`config.mk`:
```
export PLATFORM = sky130hd
export DESIGN_NAME = timing_counter
export DESIGN_NICKNAME = d
export VERILOG_FILES = /design/src/rtl/timing_counter.sv
export SDC_FILE = /design/constraint.sdc
export NUM_CORES = 1
export LEC_CHECK = 0
export BUFFER_PORTS_ARGS = -buffer_cell sky130_fd_sc_hd__buf_4
export CORE_AREA = 2 2 60 62
export CTS_CLUSTER_DIAMETER = 50
export DETAILED_ROUTE_END_ITERATION = 8
export DIE_AREA = 0 0 62 64
export PLACE_DENSITY = 0.83
export SYNTH_ARGS = -nofsm -noshare
export SYNTH_HDL_FRONTEND = slang
export SYNTH_SLANG_ARGS = --single-unit
```
`constraint.sdc`:
```
create_clock -name clock -period 5.8 [get_ports clock]
set_input_delay 0.29 -clock clock [delete_from_list [all_inputs] [get_ports clock]]
set_output_delay 0.29 -clock clock [all_outputs]
set_load 0.03 [all_outputs]
```
`src/rtl/timing_counter.sv`:
```
// timing_counter: video raster counter producing hCount/vCount with registered
// sync, data-enable and line/frame start strobes aligned to the counts.
module timing_counter #(
    parameter int H_ACTIVE = 1920,
    parameter int H_FP     = 88,
    parameter int H_SYNC   = 44,
    parameter int H_BP     = 148,
    parameter int V_ACTIVE = 1080,
    parameter int V_FP     = 4,
    parameter int V_SYNC   = 5,
    parameter int V_BP     = 36,
    parameter int SYNC_POL = 1
) (
    input  logic        clock,
    input  logic        reset,
    input  logic        enable,
    output logic [11:0] hCount,
    output logic [10:0] vCount,
    output logic        hSync,
    output logic        vSync,
    output logic        dataEnable,
    output logic        lineStart,
    output logic        frameStart
);
    localparam int H_TOTAL = H_ACTIVE + H_FP + H_SYNC + H_BP;
    localparam int V_TOTAL = V_ACTIVE + V_FP + V_SYNC + V_BP;
    localparam logic [11:0] H_LAST = 12'(H_TOTAL - 1);
    localparam logic [11:0] H_ACT = 12'(H_ACTIVE);
    localparam logic [11:0] H_SS = 12'(H_ACTIVE + H_FP);
    localparam logic [11:0] H_SE = 12'(H_ACTIVE + H_FP + H_SYNC);
    localparam logic [10:0] V_LAST = 11'(V_TOTAL - 1);
    localparam logic [10:0] V_ACT = 11'(V_ACTIVE);
    localparam logic [10:0] V_SS = 11'(V_ACTIVE + V_FP);
    localparam logic [10:0] V_SE = 11'(V_ACTIVE + V_FP + V_SYNC);
    localparam logic POL = SYNC_POL != 0;

    logic        hWrap;
    logic [11:0] hNext;
    logic [10:0] vNext;

    always_comb begin
        hWrap = hCount == H_LAST;
        hNext = hWrap ? 12'd0 : hCount + 12'd1;
        vNext = !hWrap ? vCount : (vCount == V_LAST ? 11'd0 : vCount + 11'd1);
    end

    // Every output is decoded from the next counts so it lands on the same edge as them.
    always_ff @(posedge clock) begin
        if (reset) begin
            hCount     <= H_LAST;
            vCount     <= V_LAST;
            hSync      <= !POL;
            vSync      <= !POL;
            dataEnable <= 1'b0;
            lineStart  <= 1'b0;
            frameStart <= 1'b0;
        end else if (enable) begin
            hCount     <= hNext;
            vCount     <= vNext;
            hSync      <= (hNext >= H_SS && hNext < H_SE) ? POL : !POL;
            vSync      <= (vNext >= V_SS && vNext < V_SE) ? POL : !POL;
            dataEnable <= hNext < H_ACT && vNext < V_ACT;
            lineStart  <= hWrap;
            frameStart <= hWrap && vNext == 11'd0;
        end
    end
endmodule
```
* Word-level counts from Yosys, hierarchy flattened
Cells that the tools add are included.
** Cells by class
- $add $sub $neg :: 2
- Multipliers :: 0
- Divide/modulo/power cells :: 0
- $lt $le $gt $ge :: 6
- Equality and inequality tests :: 2
- Shifts and indexed selects :: 0
- Muxes and demuxes :: 5
- Bitwise gates (word level) :: 0
- Reduce and logical (&&, ||, !) cells :: 5
** Operators by type and width (count)
- $lt 11x11->1 const B :: 2
- $mux 11 :: 2
- $add 12x1->12 const B :: 1
- $eq 12x12->1 const B :: 1
- $ge 12x11->1 const B :: 1
- $lt 12x11->1 const B :: 1
- $lt 12x12->1 const B :: 1
- $mux 12 :: 1
- $add 11x1->11 const B :: 1
- $eq 11x11->1 const B :: 1
- $ge 11x11->1 const B :: 1
- $logic_not 11->1 :: 1
- $logic_and 1x1->1 :: 4
- $mux 1 :: 2
** Storage, ports and cells
- Bits in registers :: 28
- Latch bits :: 0
- Memory bits (writable) :: 0
- Bits in read-only memories :: 0
- Input port bits :: 3
- Logic and storage cells :: 27
- Memories kept :: 0

* Longest topological paths before layout
Gate-level depths: netlist (run 1).
- Depth after elaboration :: 6
- Mapped depth :: 9
- Depth with buffers taken out :: 7

* Worst setup path after synthesis (run 1)
OpenSTA, ideal clock, no wires.
- Path kind :: flip-flop to flip-flop
- Start point :: register hCount[7]
- End point :: register frameStart
- Library setup time :: 0.060 ns
- Arrival time :: 2.988 ns
- Required time :: 5.740 ns
- Path slack :: 2.752 ns
- Stages on the path, launching flop included :: 10
- Buffers on the path :: 3
- Cells stage by stage :: dfxtp_1 buf_2 or4b_1 buf_2 or4_4 buf_6 nor4_2 mux2_2 nor4_1 a22o_1
** On the way
- Word-level cells in the longest chain between the ends :: 4
** RTL lines
- from (decl) :: RTL line 17 : output logic [11:0] hCount,
- from (signal assigned) :: RTL line 58 : hCount <= hNext;
- $eq 12x12->1 * :: RTL line 42 : hWrap = hCount == H_LAST;
- $mux 11 :: RTL line 44 : vNext = !hWrap ? vCount : (vCount == V_LAST ? 11'd0 : vCount + 11'd1);
- $logic_not 11->1 :: RTL line 64 : frameStart <= hWrap && vNext == 11'd0;
- $logic_and 1x1->1 * :: RTL line 64
- to (signal assigned) :: RTL line 56 : frameStart <= 1'b0;
- to (signal assigned) :: RTL line 64
- to (decl) :: RTL line 23 : output logic frameStart
Mark *: on every way between the ends. The rest lies on a longest branch, timed or not.
A chain may end at the register's enable or synchronous reset.

* Worst setup path after layout (run 1)
- Start point :: register hCount[7]
- End point :: register vSync
** On the way
- Word-level cells in the longest chain between the ends :: 5
** RTL lines
- $eq 12x12->1 * :: RTL line 42
- $mux 11 * :: RTL line 44
- $ge 11x11->1 or $lt 11x11->1 (tied branches) :: RTL line 61 : vSync <= (vNext >= V_SS && vNext < V_SE) ? POL : !POL;
- $logic_and 1x1->1 * :: RTL line 61
- $mux 1 * :: RTL line 61
- to (signal assigned) :: RTL line 53 : vSync <= !POL;
- to (signal assigned) :: RTL line 61
- to (decl) :: RTL line 20 : output logic vSync,
Marked as above.

==> impl_metrics.toml, run 1 <==
[sta]
timing.final.crit_share_pct = 52.0
tns_ns = 0
setup_ws_ns = 2.79
fin_crit_ns = 3.01
fmax_mhz = 332
worst_slew_pin_slew_ns = 0.885
setup_viol = 0
clock_skew_ns = 0.00248
hold_viol = 0
rsz0062_at_grt = "no"
finalMaxSlewViolations = 0
slew_headroom_pct = 40.5

[critical_path]
slowest_stage = "nor4_2"
max_stage_delay_ns = 0.82
path_cells = "or4b_1 > nor4_2 > mux2_2 > and4_1 > a32oi_1 > o41ai_2"
cp_top_family = "simple AND/OR/NAND/NOR gates"
worst_setup_path_end_kind = "flop"
arrival_ns = 3.25
timing_worst_setup_path_type = "reg -> reg"
worst-path-buf-inv = 0
crit_fanout = 11
required_ns = 6.03
critPathLaunchType = "flop"

[cells_and_area]
seq_area_um2 = 561
layout_common_cells = "buf_4 (30), dfxtp_1 (28), nand2_1 (24)"
multiInputGateArea_um2 = 1280
mostFrequentLayoutCell = "buf_4"
area_growth_pct = 10.0
nets = 273
fillers = 293
postLayoutCoreUtil_pct = 65.9
drive_gt1_share_pct = 18.1
diodes = 0

[clocking]
clk_path_buf_depth = 2
post-cts-setup-buffers = 0
clkSinkCount = 28
root_buffer = "clkbuf_4"
cts_buffers = 3
tritoncts = "built"
cts_max_level = 1
insertion_delay_ns = 0.32
clk_pin_slew_ns = 0.15
hold_buffers = 0
cts_resized = 0

[global_route]
grt_max_degree = 27
grt-ovfl-total = 0
grtUsageTotal_pct = 25.2
grt_pass1_wl_um = 7960
use_met1_pct = 36.2
use_met3_pct = 3.85
antenna_found_initial = 0
busiest_layer = "met2"
use_met2_pct = 37.5
first_global_vias = 1819

[run]
maxCapViolCount = 0

[floorplanning]
num_io_pins = 31
fp.dieArea_um2 = 3970
start_util_pct = 59.9
core-area_um2 = 3280
fp-row-count = 21
die_h_um = 64
die_w_um = 62

[pwr]
power_density_nw_per_um2 = 219
ir_drop_uv = 160
p_leak_nw = 0.782

[routing]
drt-vias-per-instance = 6.27
wl_per_cell_um = 14.7
drc = 0
vias = 1951
ant_nets = 0
drt_first_pass_iters = 4
routed_wl_um = 4560
drt-initial-drc-count = 99

[synthesis]
yosysUniqueCellTypes = 46
syn_inst = 256
synth-seq-area-share_pct = 28.5
syn_area_per_cell_um2 = 7.69
synth-seq-cells = 28
synth_area_um2 = 1970
yosysWarningCount = 0
synthesis.nets = 262

[min_path]
min_path_type = "in -> reg"

[place]
dp_hpwl_um = 3190
pre_cts_ws_ns = 2.84
gp_congestion = 0.921
portBuffers = 30

[status]
status = "complete, no violations"
[routing by layer]
metal	part of all wire, %	vias up
met1	48	908
met5	0	-
li1	-	974
met2	46	64
met4	0.88	0
met3	5.5	5
[report_power, final]
part / internal (mW) / switching [mW]
clock: 0.0244 / 0.0568
combinational: 0.0608 / 0.102
sequential: 0.204 / 0.0255
total: 0.290 / 0.185
[synthesized netlist by cell type, drive strengths merged]
| library cell | n | area share [%] |
|---|---|---|
| a21bo | 1 | 0.51 |
| or4 | 6 | 2.7 |
| a211o | 3 | 1.3 |
| inv | 5 | 0.95 |
| and2 | 4 | 1.4 |
| clkbuf | 20 | 3.8 |
| a22o | 2 | 0.89 |
| nor2 | 19 | 3.6 |
| o21bai | 3 | 1.1 |
| nand4 | 7 | 2.2 |
| xor2 | 8 | 3.6 |
| or2 | 1 | 0.32 |
| and4 | 2 | 0.89 |
| a221o | 2 | 1.0 |
| o31ai | 7 | 2.7 |
| a21oi | 16 | 4.3 |
| mux2 | 2 | 1.1 |
| a41oi | 2 | 0.89 |
| a221oi | 1 | 0.45 |
| a211oi | 4 | 1.5 |
| o22a | 1 | 0.45 |
| or3 | 7 | 2.2 |
| ha | 3 | 1.9 |
| nand2 | 24 | 4.6 |
| a2111oi | 1 | 0.45 |
| o41ai | 1 | 0.83 |
| nand4b | 3 | 1.3 |
| nand2b | 5 | 1.6 |
| a31oi | 5 | 1.6 |
| nor3 | 10 | 2.5 |
| dfxtp | 28 | 28 |
| nand3 | 9 | 2.3 |
| or4b | 1 | 0.51 |
| buf | 4 | 1.7 |
| o21ai | 11 | 2.8 |
| xnor2 | 7 | 3.1 |
| and3 | 5 | 1.6 |
| a32oi | 2 | 0.89 |
| o31a | 1 | 0.45 |
| or3b | 3 | 1.3 |
| nor4 | 10 | 4.1 |
[sequential cells by signal (all words and copies together) (netlist names)]
register and flops:
dataEnable 1, frameStart 1, hCount 12, hSync 1, lineStart 1, vCount 11, vSync 1
[cells by family after synthesis]
group                    Yosys count  share of synthesized area, %
flip-flops                        28                          28.5
AO/OA/AOI/OAI                     63                          22.1
AND/OR/NAND/NOR                  116                          33.2
adder cells (fa/ha/maj)            3                          1.91
buffers and inverters             29                          6.42
multiplexers                       2                          1.14
XOR/XNOR                          15                          6.68
[area by class of cell]
| type | instances | share of cell area (%) |
|---|---|---|
| clock buffers | 3 | 1.04 |
| inverters | 5 | 0.867 |
| multi-input cells | 199 | 59.2 |
| flip-flops and latches | 28 | 25.9 |
| well taps | 46 | 2.66 |
| repair buffers | 30 | 10.4 |
[path summary, 6_finish.rpt]
check	end	cells past startpoint	slack (ns)	from
hold / removal	hCount[9]	2	0.31	reset
hold reg to reg	lineStart	2	0.48	lineStart
setup reg to reg	vSync	6	2.79	hCount[7]
setup / recovery	vSync	6	2.79	hCount[7]
[metrics by stage]
step | cell area [um2] | hold slack [ns] | instances | total power, mW
finish | 2170 | 0.308 | 311 | 0.474
global route | 2170 | 0.300 | 311 | 0.506
detailed placement | 2140 | 0.454 | 308 | 0.395
global placement | 2140 | 0.458 | 308 | 0.393
floorplan | 1970 | 0.526 | 256 | 0.357
CTS | 2170 | 0.303 | 311 | 0.474
No activity file was read; power rests on OpenSTA's default activity.
==> inputs of run 2 (changes only) <==
--- a/config.mk
+++ b/config.mk
@@ -6,11 +6,11 @@
 export NUM_CORES = 1
 export LEC_CHECK = 0
 export BUFFER_PORTS_ARGS = -buffer_cell sky130_fd_sc_hd__buf_4
-export CORE_AREA = 2 2 60 62
+export CORE_AREA = 2 2 66 68
 export CTS_CLUSTER_DIAMETER = 50
 export DETAILED_ROUTE_END_ITERATION = 8
-export DIE_AREA = 0 0 62 64
-export PLACE_DENSITY = 0.83
+export DIE_AREA = 0 0 68 70
+export PLACE_DENSITY = 0.73
 export SYNTH_ARGS = -nofsm -noshare
 export SYNTH_HDL_FRONTEND = slang
 export SYNTH_SLANG_ARGS = --single-unit
==> constraint.sdc (replaced) <==
create_clock -name clock -period 2.55 [get_ports clock]
set_input_delay 0.1275 -clock clock [delete_from_list [all_inputs] [get_ports clock]]
set_output_delay 0.1275 -clock clock [all_outputs]
set_load 0.03 [all_outputs]
==> run 2 against run 1 <==
- sequential power rose by 120%
- final area rose by 17%
- worst setup slack lost 2.8 ns
- global-route usage shrank 0.96 points
- critical path depth is the same
- total power increased to 2.7 times the previous value
- sequential share of layout area decreased by 3.2 points
- critical path type unchanged
- critical endpoint is now dataEnable
==> impl_metrics.toml, run 2 (synthesis gave the netlist of run 1 again) <==
[status]
status = "complete, no violations"

[cells_and_area]
regMostFlops = "hCount"
largest_register_ffs = 12
drive_gt1_share_pct = 32.3
nets = 301
area_growth_pct = 28.9
postLayoutCoreUtil_pct = 61.2
diodes = 0
mostFrequentLayoutCell = "buf_4"
reg.largest.list = "hCount (12), vCount (11)"
layout_common_cells = "buf_4 (57), nand2_1 (23), dfxtp_1 (23)"
layoutNonFillerInstCount = 346

[routing]
wl_per_cell_um = 16.4
drc = 0
routed_wl_um = 5670
drt-vias-per-instance = 5.95
drt_first_pass_iters = 5
drt-initial-drc-count = 195
vias = 2060
ant_nets = 0

[place]
portBuffers = 30
place_inst = 341
gp_congestion = 0.848
dp_hpwl_um = 3830

[sta]
setup_viol = 0
fmax_mhz = 396
fin_crit_ns = 2.52
slew_headroom_pct = 66.5
timing.final.crit_share_pct = 98.9
worst_slew_pin_slew_ns = 0.499
rsz0062_at_grt = "yes"
finalMaxSlewViolations = 0
hold_viol = 0
clock_skew_ns = 0.00642

[pwr]
ir_drop_uv = 408
p_leak_nw = 0.963
power_density_nw_per_um2 = 506

[clocking]
clkSinkCount = 28
root_buffer = "clkbuf_8"
clk_path_buf_depth = 2
cts_buffers = 3
cts_max_level = 1
hold_buffers = 0
clk_pin_slew_ns = 0.10
insertion_delay_ns = 0.28
tritoncts = "built"

[global_route]
grt-ovfl-total = 0
grt_pass1_wl_um = 9100
first_global_vias = 1909
grt_max_degree = 27
antenna_found_initial = 0
grtUsageTotal_pct = 24.3

[critical_path]
r2r_cells = 6
arrival_ns = 2.71
crit_fanout = 5
required_ns = 2.73
timing_worst_setup_path_type = "reg -> reg"
critPathLaunchType = "flop"
worst_setup_path_end_kind = "flop"

[floorplanning]
num_io_pins = 31
core-area_um2 = 4140
fp-row-count = 24
die_w_um = 68
die_h_um = 70
start_util_pct = 47.5
fp.dieArea_um2 = 4760

[min_path]
hold_depth = 2
min_path_type = "in -> reg"

[run]
maxCapViolCount = 0
-- run 2: changes by cell type in the layout (fill, tap and decap cells not counted), sizes merged --
cell / previous run / this run
buf: 30 / 58
clkbuf: 3 / 4
-- run 2: final timing paths --
kind / slack, ns / to / from
setup / recovery: 0.03 / dataEnable / hCount[6]
setup reg to reg: 0.03 / dataEnable / hCount[6]
hold reg to reg: 0.47 / lineStart / lineStart
hold / removal: 0.20 / vCount[4] / reset
-- run 2: timing repair --
item | in CTS | in global routing
setup buffers | 0 | 1
pin swaps | 5 | 7
setup endpoints to repair | 3 | 4
cloned | 0 | 0
resized for setup | 4 | 13
-- run 2: critical path, cell delays in order, from the launching register on --
cell and delay (ns):
dfxtp_4 0.35, or4b_4 0.57, or4_4 0.57, or4_4 0.47, a21oi_4 0.19, o31ai_2 0.09, a22o_1 0.18
-- run 2: stage by stage --
stage	power [mW]	TNS [ns]	hold WS, ns	setup WS (ns)	cell area [um2]
4_1_cts	1.24	0	0.206	0.00494	2450
6_report	1.28	0	0.203	0.0271	2540
2_1_floorplan	0.820	-1.13	0.363	-0.246	2030
3_3_place_gp	0.975	-0.00215	0.457	-0.00215	2390
3_5_place_dp	0.983	-0.126	0.460	-0.0830	2390
5_1_grt	1.35	-0.117	0.210	-0.0524	2540
-- run 2: final cells by class --
type	count	area, um2
flip-flops and latches	28	574
fillers	374	1610
repair buffers	58	439
multi-input cells	199	1390
well taps	52	65.1
inverters	5	18.8
clock buffers	4	45.0
-- run 2: routing by layer --
metal	wire (um)	share of wire, %	global-route usage (%)
met3	340	6.0	4.19
met4	31	0.55	5.56
met5	0	0	0
met1	2530	45	35.1
met2	2770	49	37.3
-- run 2: power by group --
part	switching [mW]	total (mW)	internal (mW)
logic	0.310	0.529	0.219
registers	0.0351	0.499	0.463
clock network	0.144	0.257	0.112
total	0.490	1.28	0.795
==> inputs of run 3 (changes only) <==
==> constraint.sdc (replaced) <==
create_clock -name clock -period 2.1 [get_ports clock]
set_input_delay 0.105 -clock clock [delete_from_list [all_inputs] [get_ports clock]]
set_output_delay 0.105 -clock clock [all_outputs]
set_load 0.03 [all_outputs]
==> run 3 against run 2 <==
- clock power is 18% higher
- core utilization is 7.0 points higher
- flip-flop and latch count stayed put
- largest power group unchanged
- non-clock buffer count is 27 higher
- register-to-register slack worse by 0.47 ns
- cell count is 7.8% higher
- highest routed layer unchanged
- critical endpoint unchanged
- the flow now finishes with violations (setup timing)
==> impl_metrics.toml, run 3 (synthesis gave the netlist of run 1 again) <==
[status]
status = "finished with violations"
violations = "setup timing"

[pwr]
ir_drop_uv = 396
seq_power_share_pct = 34.6
clkPwrFrac_pct = 17.8
p_leak_nw = 1.13
internal-power_mw = 1.07
swShare_pct = 37.7
power_density_nw_per_um2 = 604
switchingPower_uw = 643
combinationalPowerShare_pct = 47.6

[floorplanning]
fp.dieArea_um2 = 4760
fp-row-count = 24
die_h_um = 70
die_w_um = 68
core-area_um2 = 4140
num_io_pins = 31
start_util_pct = 47.5

[sta]
worst_hold_slack_ns = 0.182
slew_headroom_pct = 53.8
setup_ws_ns = -0.446
timing.final.crit_share_pct = 121
finalMaxSlewViolations = 0
setup_viol = 20
hold_viol = 0
clock_skew_ns = 0.00678
worst_slew_pin_slew_ns = 0.688
rsz0062_at_grt = "yes"
fmax_mhz = 393
fin_crit_ns = 2.55

[cells_and_area]
area_growth_pct = 43.7
diodes = 0
fillers = 343
multiInputGateArea_um2 = 1470
reg.largest.list = "hCount (12), vCount (11)"
mostFrequentLayoutCell = "buf_4"
fin_area_um2 = 2830
layout_common_cells = "buf_4 (80), dfxtp_1 (23), nand2_1 (22)"
regMostFlops = "hCount"
seq_area_um2 = 574
largest_register_ffs = 12
nets = 328
drive_gt1_share_pct = 39.9

[routing]
drt_first_pass_iters = 4
ant_nets = 0
wl_per_cell_um = 16.1
drc = 0
routed_wl_um = 6020
drt-initial-drc-count = 304
vias = 2261
drt-vias-per-instance = 6.06

[min_path]
hp-start = "reset"
min_to = "vCount[0]"
min_path_type = "in -> reg"
hold_depth = 2

[critical_path]
path_cells = "or4b_4 > or4_4 > or4_4 > a21oi_4 > o31ai_1 > a22o_1"
slowest_stage = "or4_4"
crit_fanout = 6
r2r_cells = 6
arrival_ns = 2.73
timing_worst_setup_path_type = "reg -> reg"
r2r_slack_ns = -0.45
r2r_end = "dataEnable"
worst_setup_path_end_kind = "flop"
max_stage_delay_ns = 0.60
crit_start = "hCount[6]"
cpMostUsedCell = "or4_4"
reg2reg_from = "hCount[6]"
required_ns = 2.28
critPathLaunchType = "flop"

[place]
portBuffers = 30
place_area_um2 = 2530
gp_congestion = 0.935
dp_hpwl_um = 4060

[global_route]
grtUsageTotal_pct = 26.0
first_global_vias = 2083
grt_max_degree = 27
grt_pass1_wl_um = 9710
antenna_found_initial = 0
grt-ovfl-total = 0

[clocking]
cts_max_level = 1
clk_pin_slew_ns = 0.09
insertion_delay_ns = 0.28
root_buffer = "clkbuf_8"
clkSinkCount = 28
cts_buffers = 3
tritoncts = "built"
clk_path_buf_depth = 2

[run]
maxCapViolCount = 0
-- run 3: worst max path at each step --
stage / slack [ns] / endpoint / depth (start not counted)
finish: -0.45 / dataEnable / 6
global route: -0.49 / dataEnable / 6
CTS: -0.39 / dataEnable / 6
detailed placement: -0.53 / vSync / 6
global placement: -0.48 / vSync / 6
floorplan: -0.70 / dataEnable / 9
-- run 3: critical path, delay by kind of cell (launching register included) --
| family | cells | cell delay (ns) |
|---|---|---|
| AOI/OAI and AO/OA | 3 | 0.46 |
| DFF | 1 | 0.35 |
| and+or+nand+nor | 3 | 1.63 |
-- run 3: cell type report --
| cell class | count | area share (%) |
|---|---|---|
| multi-input combinational | 199 | 51.9 |
| timing repair buffer | 85 | 23.2 |
| sequential | 28 | 20.3 |
| tap | 52 | 2.30 |
| clock buffer | 4 | 1.59 |
| inverter | 5 | 0.664 |
-- run 3: power groups by stage --
stage               logic, mW  clock network [mW]  registers (mW)
floorplan               0.325                   0           0.672
global placement        0.622                   0           0.600
detailed placement      0.630                   0           0.600
CTS                     0.749               0.316           0.589
global route            0.870               0.334           0.595
finish                  0.814               0.303           0.591
-- run 3: routing by layer --
metal / GRT usage [%] / up-vias / routed length, um
li1: - / 1086 / -
met1: 35.5 / 1085 / 2610
met2: 40.9 / 77 / 2950
met3: 5.31 / 13 / 355
met4: 7.56 / 0 / 95
met5: 0 / - / 0
-- run 3: stage by stage --
| step | utilization [%] | cells | setup slack (ns) | setup TNS, ns | total power, mW |
|---|---|---|---|---|---|
| global route | 68.2 | 373 | -0.494 | -6.16 | 1.80 |
| floorplan | - | 256 | -0.696 | -6.70 | 0.996 |
| finish | 68.2 | 373 | -0.446 | -4.63 | 1.71 |
| CTS | 66.6 | 370 | -0.394 | -3.60 | 1.65 |
| global placement | 61.1 | 360 | -0.475 | -4.33 | 1.22 |
| detailed placement | 61.1 | 360 | -0.530 | -4.67 | 1.23 |
-- run 3: what timing repair did --
item,in CTS,in global routing
setup endpoints to repair,17,19
resized for setup,27,11
hold buffers,0,0
setup buffers,6,5
pin swaps,17,10
